## src/rtl/aes_pkg.sv

```systemverilog
// Shared AES-128 definitions: sizes, S-box and Rcon tables, GF(2^8) xtime helper.
package aes_pkg;

    localparam int unsigned NB    = 4;
    localparam int unsigned NK    = 4;
    localparam int unsigned NR    = 10;
    localparam int unsigned NRK   = NR + 1;
    localparam int unsigned RND_W = 4;

    typedef logic [127:0] aes_block_t;

    typedef enum logic [1:0] {
        ST_IDLE  = 2'd0,
        ST_ROUND = 2'd1,
        ST_DONE  = 2'd2
    } cipher_state_e;

    localparam logic [7:0] SBOX [256] = '{
        8'h63, 8'h7c, 8'h77, 8'h7b, 8'hf2, 8'h6b, 8'h6f, 8'hc5, 8'h30, 8'h01, 8'h67, 8'h2b, 8'hfe, 8'hd7, 8'hab, 8'h76,
        8'hca, 8'h82, 8'hc9, 8'h7d, 8'hfa, 8'h59, 8'h47, 8'hf0, 8'had, 8'hd4, 8'ha2, 8'haf, 8'h9c, 8'ha4, 8'h72, 8'hc0,
        8'hb7, 8'hfd, 8'h93, 8'h26, 8'h36, 8'h3f, 8'hf7, 8'hcc, 8'h34, 8'ha5, 8'he5, 8'hf1, 8'h71, 8'hd8, 8'h31, 8'h15,
        8'h04, 8'hc7, 8'h23, 8'hc3, 8'h18, 8'h96, 8'h05, 8'h9a, 8'h07, 8'h12, 8'h80, 8'he2, 8'heb, 8'h27, 8'hb2, 8'h75,
        8'h09, 8'h83, 8'h2c, 8'h1a, 8'h1b, 8'h6e, 8'h5a, 8'ha0, 8'h52, 8'h3b, 8'hd6, 8'hb3, 8'h29, 8'he3, 8'h2f, 8'h84,
        8'h53, 8'hd1, 8'h00, 8'hed, 8'h20, 8'hfc, 8'hb1, 8'h5b, 8'h6a, 8'hcb, 8'hbe, 8'h39, 8'h4a, 8'h4c, 8'h58, 8'hcf,
        8'hd0, 8'hef, 8'haa, 8'hfb, 8'h43, 8'h4d, 8'h33, 8'h85, 8'h45, 8'hf9, 8'h02, 8'h7f, 8'h50, 8'h3c, 8'h9f, 8'ha8,
        8'h51, 8'ha3, 8'h40, 8'h8f, 8'h92, 8'h9d, 8'h38, 8'hf5, 8'hbc, 8'hb6, 8'hda, 8'h21, 8'h10, 8'hff, 8'hf3, 8'hd2,
        8'hcd, 8'h0c, 8'h13, 8'hec, 8'h5f, 8'h97, 8'h44, 8'h17, 8'hc4, 8'ha7, 8'h7e, 8'h3d, 8'h64, 8'h5d, 8'h19, 8'h73,
        8'h60, 8'h81, 8'h4f, 8'hdc, 8'h22, 8'h2a, 8'h90, 8'h88, 8'h46, 8'hee, 8'hb8, 8'h14, 8'hde, 8'h5e, 8'h0b, 8'hdb,
        8'he0, 8'h32, 8'h3a, 8'h0a, 8'h49, 8'h06, 8'h24, 8'h5c, 8'hc2, 8'hd3, 8'hac, 8'h62, 8'h91, 8'h95, 8'he4, 8'h79,
        8'he7, 8'hc8, 8'h37, 8'h6d, 8'h8d, 8'hd5, 8'h4e, 8'ha9, 8'h6c, 8'h56, 8'hf4, 8'hea, 8'h65, 8'h7a, 8'hae, 8'h08,
        8'hba, 8'h78, 8'h25, 8'h2e, 8'h1c, 8'ha6, 8'hb4, 8'hc6, 8'he8, 8'hdd, 8'h74, 8'h1f, 8'h4b, 8'hbd, 8'h8b, 8'h8a,
        8'h70, 8'h3e, 8'hb5, 8'h66, 8'h48, 8'h03, 8'hf6, 8'h0e, 8'h61, 8'h35, 8'h57, 8'hb9, 8'h86, 8'hc1, 8'h1d, 8'h9e,
        8'he1, 8'hf8, 8'h98, 8'h11, 8'h69, 8'hd9, 8'h8e, 8'h94, 8'h9b, 8'h1e, 8'h87, 8'he9, 8'hce, 8'h55, 8'h28, 8'hdf,
        8'h8c, 8'ha1, 8'h89, 8'h0d, 8'hbf, 8'he6, 8'h42, 8'h68, 8'h41, 8'h99, 8'h2d, 8'h0f, 8'hb0, 8'h54, 8'hbb, 8'h16
    };

    localparam logic [7:0] RCON [10] = '{
        8'h01, 8'h02, 8'h04, 8'h08, 8'h10, 8'h20, 8'h40, 8'h80, 8'h1b, 8'h36
    };

    function automatic logic [7:0] xtime(input logic [7:0] b);
        return {b[6:0], 1'b0} ^ (b[7] ? 8'h1b : 8'h00);
    endfunction

endpackage

```

## src/rtl/aes_cipher_iter_if.sv

```systemverilog
// Plaintext-in / ciphertext-out valid/ready bus of the iterative AES cipher.
interface aes_cipher_iter_if;

    logic                in_valid;
    logic                in_ready;
    aes_pkg::aes_block_t plaintext;
    logic                out_valid;
    logic                out_ready;
    aes_pkg::aes_block_t ciphertext;

    modport slave (
        input  in_valid, plaintext, out_ready,
        output in_ready, out_valid, ciphertext
    );

    modport master (
        output in_valid, plaintext, out_ready,
        input  in_ready, out_valid, ciphertext
    );

endinterface

```

## src/rtl/aes_round_comb.sv

```systemverilog
// One combinational AES encryption round; MixColumns bypassed on the final round.
module aes_round_comb
    import aes_pkg::*;
(
    input  aes_block_t i_state,
    input  aes_block_t i_rk,
    input  logic       i_final_round,
    output aes_block_t o_next_c
);

    logic [7:0] w_sb [16];
    logic [7:0] w_sr [16];
    logic [7:0] w_mc [16];

    function automatic logic [7:0] mul3(input logic [7:0] b);
        return xtime(b) ^ b;
    endfunction

    // Byte i sits at bits [127-8i -: 8]; byte index = row + 4*column.
    always_comb begin
        w_sb     = '{default: 8'h00};
        w_sr     = '{default: 8'h00};
        w_mc     = '{default: 8'h00};
        o_next_c = '0;
        for (int i = 0; i < 16; i++) begin
            w_sb[i] = SBOX[i_state[8*(15-i) +: 8]];
        end
        for (int c = 0; c < int'(NB); c++) begin
            for (int r = 0; r < 4; r++) begin
                w_sr[r + 4*c] = w_sb[r + 4*((c + r) % 4)];
            end
        end
        for (int c = 0; c < int'(NB); c++) begin
            w_mc[4*c+0] = xtime(w_sr[4*c]) ^ mul3(w_sr[4*c+1]) ^ w_sr[4*c+2] ^ w_sr[4*c+3];
            w_mc[4*c+1] = w_sr[4*c] ^ xtime(w_sr[4*c+1]) ^ mul3(w_sr[4*c+2]) ^ w_sr[4*c+3];
            w_mc[4*c+2] = w_sr[4*c] ^ w_sr[4*c+1] ^ xtime(w_sr[4*c+2]) ^ mul3(w_sr[4*c+3]);
            w_mc[4*c+3] = mul3(w_sr[4*c]) ^ w_sr[4*c+1] ^ w_sr[4*c+2] ^ xtime(w_sr[4*c+3]);
        end
        for (int i = 0; i < 16; i++) begin
            o_next_c[8*(15-i) +: 8] = (i_final_round ? w_sr[i] : w_mc[i]) ^ i_rk[8*(15-i) +: 8];
        end
    end

endmodule

```

## src/rtl/aes_cipher_iter.sv

```systemverilog
// Iterative AES-128 encryptor, one round per clock.
// Optional AES_CIPHER_ABORT_EN adds an abort input that discards the in-flight block.
module aes_cipher_iter
    import aes_pkg::*;
(
    input  logic                      clk,
    input  logic                      rst_n,
`ifdef AES_CIPHER_ABORT_EN
    input  logic                      abort,
`endif
    input  logic [NRK-1:0][127:0]     round_keys,
    aes_cipher_iter_if.slave          bus,
    output logic                      busy
);

    cipher_state_e    r_state, w_state_nxt;
    aes_block_t       r_blk, w_blk_nxt, w_round;
    logic [RND_W-1:0] r_rnd, w_rnd_nxt;
    logic             r_in_ready, r_out_valid, r_busy;
    logic             w_final, w_abort;

    assign w_final = (r_rnd == RND_W'(NR));

`ifdef AES_CIPHER_ABORT_EN
    assign w_abort = abort;
`else
    assign w_abort = 1'b0;
`endif

    aes_round_comb u_round (
        .i_state      (r_blk),
        .i_rk         (round_keys[r_rnd]),
        .i_final_round(w_final),
        .o_next_c     (w_round)
    );

    // Next-state logic; abort overrides everything outside IDLE.
    always_comb begin
        w_state_nxt = r_state;
        w_blk_nxt   = r_blk;
        w_rnd_nxt   = r_rnd;
        case (r_state)
            ST_IDLE: begin
                if (bus.in_valid && r_in_ready) begin
                    w_blk_nxt   = bus.plaintext ^ round_keys[0];
                    w_rnd_nxt   = RND_W'(1);
                    w_state_nxt = ST_ROUND;
                end
            end
            ST_ROUND: begin
                w_blk_nxt = w_round;
                if (w_final) begin
                    w_state_nxt = ST_DONE;
                end else begin
                    w_rnd_nxt = r_rnd + RND_W'(1);
                end
            end
            ST_DONE: begin
                if (bus.out_ready) begin
                    w_state_nxt = ST_IDLE;
                    w_rnd_nxt   = '0;
                end
            end
            default: begin
                w_state_nxt = ST_IDLE;
                w_rnd_nxt   = '0;
            end
        endcase
        if (w_abort && (r_state != ST_IDLE)) begin
            w_state_nxt = ST_IDLE;
            w_blk_nxt   = '0;
            w_rnd_nxt   = '0;
        end
    end

    // Handshake flags are registered from the next state so they track it exactly.
    always_ff @(posedge clk or negedge rst_n) begin
        if (!rst_n) begin
            r_state     <= ST_IDLE;
            r_blk       <= '0;
            r_rnd       <= '0;
            r_in_ready  <= 1'b1;
            r_out_valid <= 1'b0;
            r_busy      <= 1'b0;
        end else begin
            r_state     <= w_state_nxt;
            r_blk       <= w_blk_nxt;
            r_rnd       <= w_rnd_nxt;
            r_in_ready  <= (w_state_nxt == ST_IDLE);
            r_out_valid <= (w_state_nxt == ST_DONE);
            r_busy      <= (w_state_nxt != ST_IDLE);
        end
    end

    assign bus.in_ready   = r_in_ready;
    assign bus.out_valid  = r_out_valid;
    assign bus.ciphertext = r_blk;
    assign busy           = r_busy;

endmodule

```

## src/flat_wrapper.sv

```systemverilog
// flat-port wrapper written by rule: the top's interface ports become plain ports
module aes_cipher_iter_flat import aes_pkg::*;
  (clk, rst_n, round_keys, busy, bus_in_valid, bus_plaintext, bus_out_ready, bus_in_ready, bus_out_valid, bus_ciphertext);
  aes_cipher_iter_if bus_i ();
  input  logic clk;
  input  logic rst_n;
  input  logic [NRK-1:0][127:0] round_keys;
  output logic busy;
  input wire logic [$bits(bus_i.in_valid)-1:0] bus_in_valid;
  input wire logic [$bits(bus_i.plaintext)-1:0] bus_plaintext;
  input wire logic [$bits(bus_i.out_ready)-1:0] bus_out_ready;
  output wire logic [$bits(bus_i.in_ready)-1:0] bus_in_ready;
  output wire logic [$bits(bus_i.out_valid)-1:0] bus_out_valid;
  output wire logic [$bits(bus_i.ciphertext)-1:0] bus_ciphertext;
  assign bus_i.in_valid = bus_in_valid;
  assign bus_i.plaintext = bus_plaintext;
  assign bus_i.out_ready = bus_out_ready;
  assign bus_in_ready = bus_i.in_ready;
  assign bus_out_valid = bus_i.out_valid;
  assign bus_ciphertext = bus_i.ciphertext;
  aes_cipher_iter u_core (.clk(clk), .rst_n(rst_n), .round_keys(round_keys), .bus(bus_i), .busy(busy));
endmodule
```

## config.mk

```make
export PLATFORM = sky130hd
export DESIGN_NAME = aes_cipher_iter_flat
export DESIGN_NICKNAME = d
export VERILOG_FILES = /design/src/rtl/aes_pkg.sv /design/src/rtl/aes_cipher_iter_if.sv /design/src/rtl/aes_round_comb.sv /design/src/rtl/aes_cipher_iter.sv /design/src/flat_wrapper.sv
export SDC_FILE = /design/constraint.sdc
export NUM_CORES = 2
export LEC_CHECK = 0
export CORE_AREA = 5 5 654 656
export DETAILED_ROUTE_END_ITERATION = 12
export DIE_AREA = 0 0 659 661
export SYNTH_ARGS = -nofsm -noshare
export SYNTH_HDL_FRONTEND = slang
export SYNTH_SLANG_ARGS = --single-unit
```

## constraint.sdc

```tcl
create_clock -name clk -period 4.78 [get_ports clk]
set_input_delay 0.956 -clock clk [delete_from_list [all_inputs] [get_ports clk]]
set_output_delay 0.956 -clock clk [all_outputs]
set_load 0.02 [all_outputs]
```

Word-level counts from Yosys, hierarchy flattened
Memory sizes are Yosys's and may differ from the RTL's.
Index checks and enable logic that the tools add are counted.
- add/subtract/negate cells: 1
- order comparisons: 17
- equal/unequal tests: 7
- multiplexer cells: 76
- bitwise operators: 113
- reduce and logical (&&, ||, !) cells: 7
- operators with widths (kind ; number):
    8-bit bitwise XOR ; 80
    128-bit binary-select mux with 4-bit select ; 1
    8-bit 2-to-1 mux ; 48
    128-bit 2-to-1 mux ; 2
    128-bit case mux with 2 select lines ; 1
    9-bit >= comparator (second input constant) ; 16
    8-bit NOT with 9-bit output ; 16
    128-bit bitwise XOR ; 1
    8-bit by 5-bit bitwise XOR with 8-bit output ; 16
    5-bit 2-to-1 mux ; 16
    4-bit 2-to-1 mux ; 3
    4-bit case mux with 3 select lines ; 1
    2-bit 2-to-1 mux ; 3
    2-bit case mux with 3 select lines ; 1
    4-bit by 5-bit less-than comparator with 1-bit output (second input constant) ; 1
    4-bit by 1-bit adder with 4-bit output (second input constant) ; 1
    2-bit equality test (second input constant) ; 2
    4-bit equality test (second input constant) ; 1
    2-bit logical NOT ; 2
    2-bit != test (second input constant) ; 2
    2-bit nonzero test ; 2
    3-bit AND reduction ; 1
    2-bit by 1-bit equality test with 1-bit output (second input constant) ; 1
    2-bit by 1-bit != test with 1-bit output (second input constant) ; 1
    other kinds (2) ; 2
- bits in registers: 137
- ROM bits: 32768
- bits of input ports: 1540
- word-level logic and storage cells: 243
- memories kept: 16
- memories (memory ; depth ; width ; rd ports ; clocked after Yosys merged registers in ; write ports ; line ; RTL):
    (name not given) ; 256 ; 8 ; 1 ; 0 ; 0 ; aes_round_comb.sv:26 ; w_sb[i] = SBOX[i_state[8*(15-i) +: 8]];
    (name not given) ; 256 ; 8 ; 1 ; 0 ; 0 ; aes_round_comb.sv:26 ;
    (name not given) ; 256 ; 8 ; 1 ; 0 ; 0 ; aes_round_comb.sv:26 ;
    (name not given) ; 256 ; 8 ; 1 ; 0 ; 0 ; aes_round_comb.sv:26 ;
    (name not given) ; 256 ; 8 ; 1 ; 0 ; 0 ; aes_round_comb.sv:26 ;
    (name not given) ; 256 ; 8 ; 1 ; 0 ; 0 ; aes_round_comb.sv:26 ;
    +10 memories ; n/a ; n/a ; n/a ; n/a ; n/a ; n/a ;

Longest topological paths before layout
- depth in word-level cells: 13
- gate-level depth with buffers: 18
- gate-level depth less buffers: 13

Cells and area by module
From an unflattened synthesis, not the netlist that was laid out.
- cells, all modules: 11384
- area, all modules: 80980.2 sq um
- by module, submodules not included (module ; times used ; cells an instance ; area each (sq um) ; sequential area each (sq um)):
    aes_round_comb ; 1 ; 9437 ; 62277.2 ; 0.0
    aes_cipher_iter ; 1 ; 1947 ; 18702.9 ; 3429.5

Worst setup path after synthesis
No wires, ideal clock.
- path kind: flip-flop to flip-flop
- start point: register u_core.r_blk[104], in the netlist u_core.bus.ciphertext[104]
- end point: register u_core.r_blk[50], in the netlist u_core.bus.ciphertext[50]
- setup time: 0.131 ns
- arrival time: 4.341 ns
- path slack: 0.308 ns
- cell stages (with the launch flop): 17
- path buffers: 3
- clock period less this slack: 4.472 ns
- cells stage by stage: dfrtp_1 clkbuf_1 clkbuf_1 inv_1 ha_1 clkbuf_1 nor2b_1 nor2_1 mux4_2 nor2_1 nor2_1 mux4_2 xor2_1 xor3_1 mux2i_1 xor2_1 o21ai_1
- cells in the longest elaborated chain, start to end: 11
- RTL lines (what ; line ; RTL):
    start: declaration ; aes_cipher_iter.sv:17 ; aes_block_t r_blk, w_blk_nxt, w_round;
    start signal: assignment ; aes_cipher_iter.sv:87 ; r_blk <= w_blk_nxt;
    8-bit NOT with 9-bit output (implied by the code) * ; aes_round_comb.sv:26 ;
    memory read 256 x 8 bit * ; n/a ;
    8-bit 2-to-1 mux (implied by the code) * (2 in a row) ; aes_round_comb.sv:26 ;
    8-bit by 5-bit bitwise XOR with 8-bit output ; aes_pkg.sv:42 ; return {b[6:0], 1'b0} ^ (b[7] ? 8'h1b : 8'h00);
    8-bit bitwise XOR * ; aes_round_comb.sv:16 ; return xtime(b) ^ b;
    8-bit bitwise XOR * (2 in a row) ; aes_round_comb.sv:35 ; w_mc[4*c+1] = w_sr[4*c] ^ xtime(w_sr[4*c+1]) ^ mul3(w_sr[4*c+2]) ^ w_sr[4*c+3];
    8-bit 2-to-1 mux * ; aes_round_comb.sv:40 ; o_next_c[8*(15-i) +: 8] = (i_final_round ? w_sr[i] : w_mc[i]) ^ i_rk[8*(15-i) +: 8];
    8-bit bitwise XOR * ; aes_round_comb.sv:40 ;
    128-bit case mux with 2 select lines * ; aes_cipher_iter.sv:42 ; case (r_state)
Mark *: on every way between the ends. The rest lies on a longest branch, timed or not. The select of a mux whose other input is x is not followed.
A chain may end at the register's enable or synchronous reset.

Worst setup path in the final report
- start point: register u_core.r_rnd[1]
- end point: register u_core.r_blk[12], in the netlist u_core.bus.ciphertext[12]
- cells in the longest elaborated chain, start to end: 4
- RTL lines (what ; line ; RTL):
    start: declaration ; aes_cipher_iter.sv:18 ; logic [RND_W-1:0] r_rnd, w_rnd_nxt;
    start signal: assignment ; aes_cipher_iter.sv:88 ; r_rnd <= w_rnd_nxt;
    128-bit binary-select mux with 4-bit select or 4-bit equality test (tied branches) ; aes_cipher_iter.sv:32, aes_cipher_iter.sv:22 ;
    128-bit 2-to-1 mux (implied by the code) or 8-bit 2-to-1 mux (tied branches) ; aes_cipher_iter.sv:32, aes_round_comb.sv:40 ;
    8-bit bitwise XOR * ; aes_round_comb.sv:40 ;
    128-bit case mux with 2 select lines * ; aes_cipher_iter.sv:42 ;
Marked as above.

==> metrics.txt <==
dpl cell area=0.108 mm^2; highest clock rate=about 210 MHz; crit path max-delay cell type=dfrtp_4; core area=around 0.42 mm^2; grt total ovfl=0; die width=approximately 660 um; Worst slew margin=-0.342%; setup total negative slack=0 ns; largest net degree at the start of global routing=between 100 and 150; part of the Yosys area used for sequential elements=under 10%; asr flop ratio synth=100%; Setup violations, final=0; placed cell count=between 15000 and 20000; clock insertion delay at the later pin of the skew report=roughly 0.57 ns; syn nets=roughly 13000; vias post-DR=112520; average size of a mapped cell=around 7 um^2; initial antenna violation count=431; CTS tree=yes; crit start category=register; DR WL/cell=45.9 um; layout cell share with drive strength beyond 1=between 15 and 20%; Synth warnings=0; GRT met3 Usage=between 10% and 20%; num ports=about 1700; Post-Layout Cell Count=~19000; 1st-iter DRT viols=19804; ANT nets after route=0; vias in the first global route=101899; Clock Tree Root=clkbuf_16; most used cell, CP=nor2_1; RePlAce Congestion=roughly 1.1; area delta synth->final=41.3%; first-pass GRT wire length=roughly 1100000 um; Clock Path Buffers=2; Min-Delay Path Class=in2async; Mapped Cells=between 10000 and 15000; initial core utilization=between 10% and 20%; Final Hold Viols=0; Std-Cell Rows=239; CTS Buf Count=17; met1 Track Usage GR=44.8%; minimum clock period=between 4 and 5 ns; synthesized cell area=just under 0.08 mm^2; Clock Pin Slew Worst Setup and Hold Paths=roughly 0.1 ns; Synth cell types=~120; Top FF cell, synth=dfrtp_1; critical setup path kind=reg2reg; final wirelength=~860000 um; Die ar.=roughly 0.44 mm^2; CTS Hold Bufs=0; CP Data Arrival Time=between 5 and 6 ns; CP Data Required Time=roughly 5.2 ns; FF+latch count, synth=about 140; Finished Cell Area=approximately 0.11 mm^2; Buf+Inv Stages, Crit Path=2; IO buf count=around 1700; H-tree depth=4; Worst Max-Slew Pin Slew=~1.5 ns; Slew Viols, Final=1; GR peak layer=met2; CP Max Fanout=27; Die Y=around 660 um; Final Cycle Share=roughly 100%; status=finished with violations; drc violations=0; drt first pass iters=9; met2 usage=a little over half; gr usage total=between 30% and 40%; Layout Skew=~0.027 ns; CP max stage delay=between 1 and 1.5 ns; fill count=46711; detailed placer's ending HPWL=719000 um; CP top delay family=compound AO/OA/AOI/OAI gates; vias per cell=approximately 6.0; Sink Count=about 140; CP Cell Sequence=buf_12 > buf_4 > mux2i_1 > nor2_1 > a21oi_1 > o22ai_1 > xor2_1 > xnor2_1 > xnor2_2 > nor2_1 > a211oi_1; Reg2Reg Setup Slack=around 0.014 ns; failing checks=capacitance limit, slew limit; number of max-cap violations=1; unrepaired setup endpoints after global routing=false; EDFF count, synth=0; Worst setup EP type=register; fin nets=around 14000
## registers in the layout, indices dropped and copies added, names as in the netlist
register / count
u_core.bus.ciphertext: 128
u_core.r_rnd: 4
u_core.r_state: 2
u_core.bus.in_ready: 1
u_core.bus.out_valid: 1
u_core.busy: 1
## path summary, 6_finish.rpt
kind                                            from                         end  cells past startpoint
min in group clk           u_core.bus.ciphertext[88]   u_core.bus.ciphertext[88]                      2
max in group asynchronous                      rst_n  u_core.bus.ciphertext[115]                      2
min reg2reg                u_core.bus.ciphertext[88]   u_core.bus.ciphertext[88]                      2
min                                            rst_n   u_core.bus.ciphertext[63]                      1
max                                  u_core.r_rnd[1]   u_core.bus.ciphertext[12]                     11
max reg2reg                          u_core.r_rnd[1]   u_core.bus.ciphertext[12]                     11
## metrics by stage
| step | hold slack (ns) | worst slack (ns) | utilization (%) |
|---|---|---|---|
| final | 0.467 | 0.0143 | 26.1 |
| after global routing | 0.504 | 0.00159 | 26.1 |
| after CTS | 0.474 | 0.00746 | 25.9 |
| after detailed placement | 0.611 | -0.573 | 25.7 |
| after global placement | 0.592 | -0.723 | 25.7 |
| after floorplan | 0.488 | 0.308 | - |
## layer usage
metal	vias up	part of all wire, %
li1	45413	-
met1	55605	37
met2	9221	40
met3	2117	13
met4	164	9.8
met5	-	0.13
## layout by cell type, fill, tap and decap left out, drive strengths merged, types with 67 or more instances in the layout
| cell | n |
|---|---|
| diode | 414 |
| o311ai | 151 |
| o31ai | 109 |
| mux2i | 371 |
| a31oi | 229 |
| nor2b | 273 |
| o211ai | 182 |
| or2 | 100 |
| a211oi | 209 |
| a221oi | 141 |
| dfrtp | 136 |
| and2 | 107 |
| nand2b | 308 |
| xor2 | 235 |
| a311oi | 132 |
| nand3 | 343 |
| o221ai | 67 |
| mux4 | 496 |
| nor2 | 823 |
| nand2 | 753 |
| xnor2 | 538 |
| nor3 | 364 |
| a21oi | 894 |
| buf | 1475 |
| inv | 153 |
| o22ai | 200 |
| ha | 231 |
| clkdlybuf4s50 | 1669 |
| o21ai | 886 |
## synthesized netlist by cell type (all sizes together), types with 52 or more instances
cell type | number | share of area (%)
inv | 152 | 0.73
o22ai | 200 | 1.6
nor2 | 823 | 4.0
a22oi | 54 | 0.52
or3 | 64 | 0.51
a211oi | 209 | 2.1
xnor2 | 538 | 6.1
nand2 | 753 | 3.6
a21oi | 894 | 5.8
o211ai | 182 | 1.8
nor3 | 364 | 2.3
nor2b | 273 | 2.2
o31ai | 109 | 1.1
buf | 627 | 4.2
mux2i | 371 | 4.8
a31oi | 229 | 1.8
dfrtp | 136 | 4.4
o221ai | 67 | 0.77
and3 | 58 | 0.47
a311oi | 132 | 1.5
o311ai | 151 | 1.7
clkbuf | 667 | 3.2
xor2 | 235 | 2.7
a2111oi | 64 | 0.73
and2 | 107 | 0.86
a221oi | 141 | 1.6
nand3 | 343 | 2.2
ha | 231 | 3.7
a211o | 52 | 0.58
mux4 | 496 | 14
nand2b | 308 | 2.5
a21o | 57 | 0.55
o21ai | 886 | 5.7
or2 | 100 | 0.80
## area by class of cell
class / count / area, um^2 / area share, %
clock inverter: 13 / 166 / 0.151
sequential: 137 / 3550 / 3.22
tap: 5543 / 6940 / 6.29
inverter: 177 / 676 / 0.613
clock buffer: 19 / 443 / 0.402
timing repair buffer: 3145 / 29100 / 26.4
multi-input combinational: 9213 / 68400 / 62.0
antenna: 414 / 1040 / 0.940
## worst reg2reg max path, stage by stage, from the launching register on
cell      delay (ns)
dfrtp_4         1.07
buf_12          0.35
buf_4           0.26
mux2i_1         0.24
nor2_1          0.06
a21oi_1         0.67
o22ai_1         0.54
xor2_1          0.53
xnor2_1         0.18
xnor2_2         0.41
nor2_1          0.12
a211oi_1        0.24
## logic make-up (layout without fill, tap and decap cells)
group / after synthesis / count (layout) / synth area share, %
fa+ha+maj: 232 / 232 / 3.72
xor+xnor: 800 / 800 / 9.60
buf+inv: 1471 / 3354 / 8.23
other cells: 0 / 414 / 0
simple gates: 3407 / 3407 / 21.4
mux: 890 / 890 / 19.5
flops: 137 / 137 / 4.40
compound gates: 3884 / 3884 / 33.1
## what timing repair did
action	CTS	global route
pin swaps	1	2
setup endpoints to repair	6	9
resized for setup	11	14
buffers inserted	1	2
Power is not shown: default switching activity piles up to over one toggle a cycle in this logic, so the estimate is an artifact.
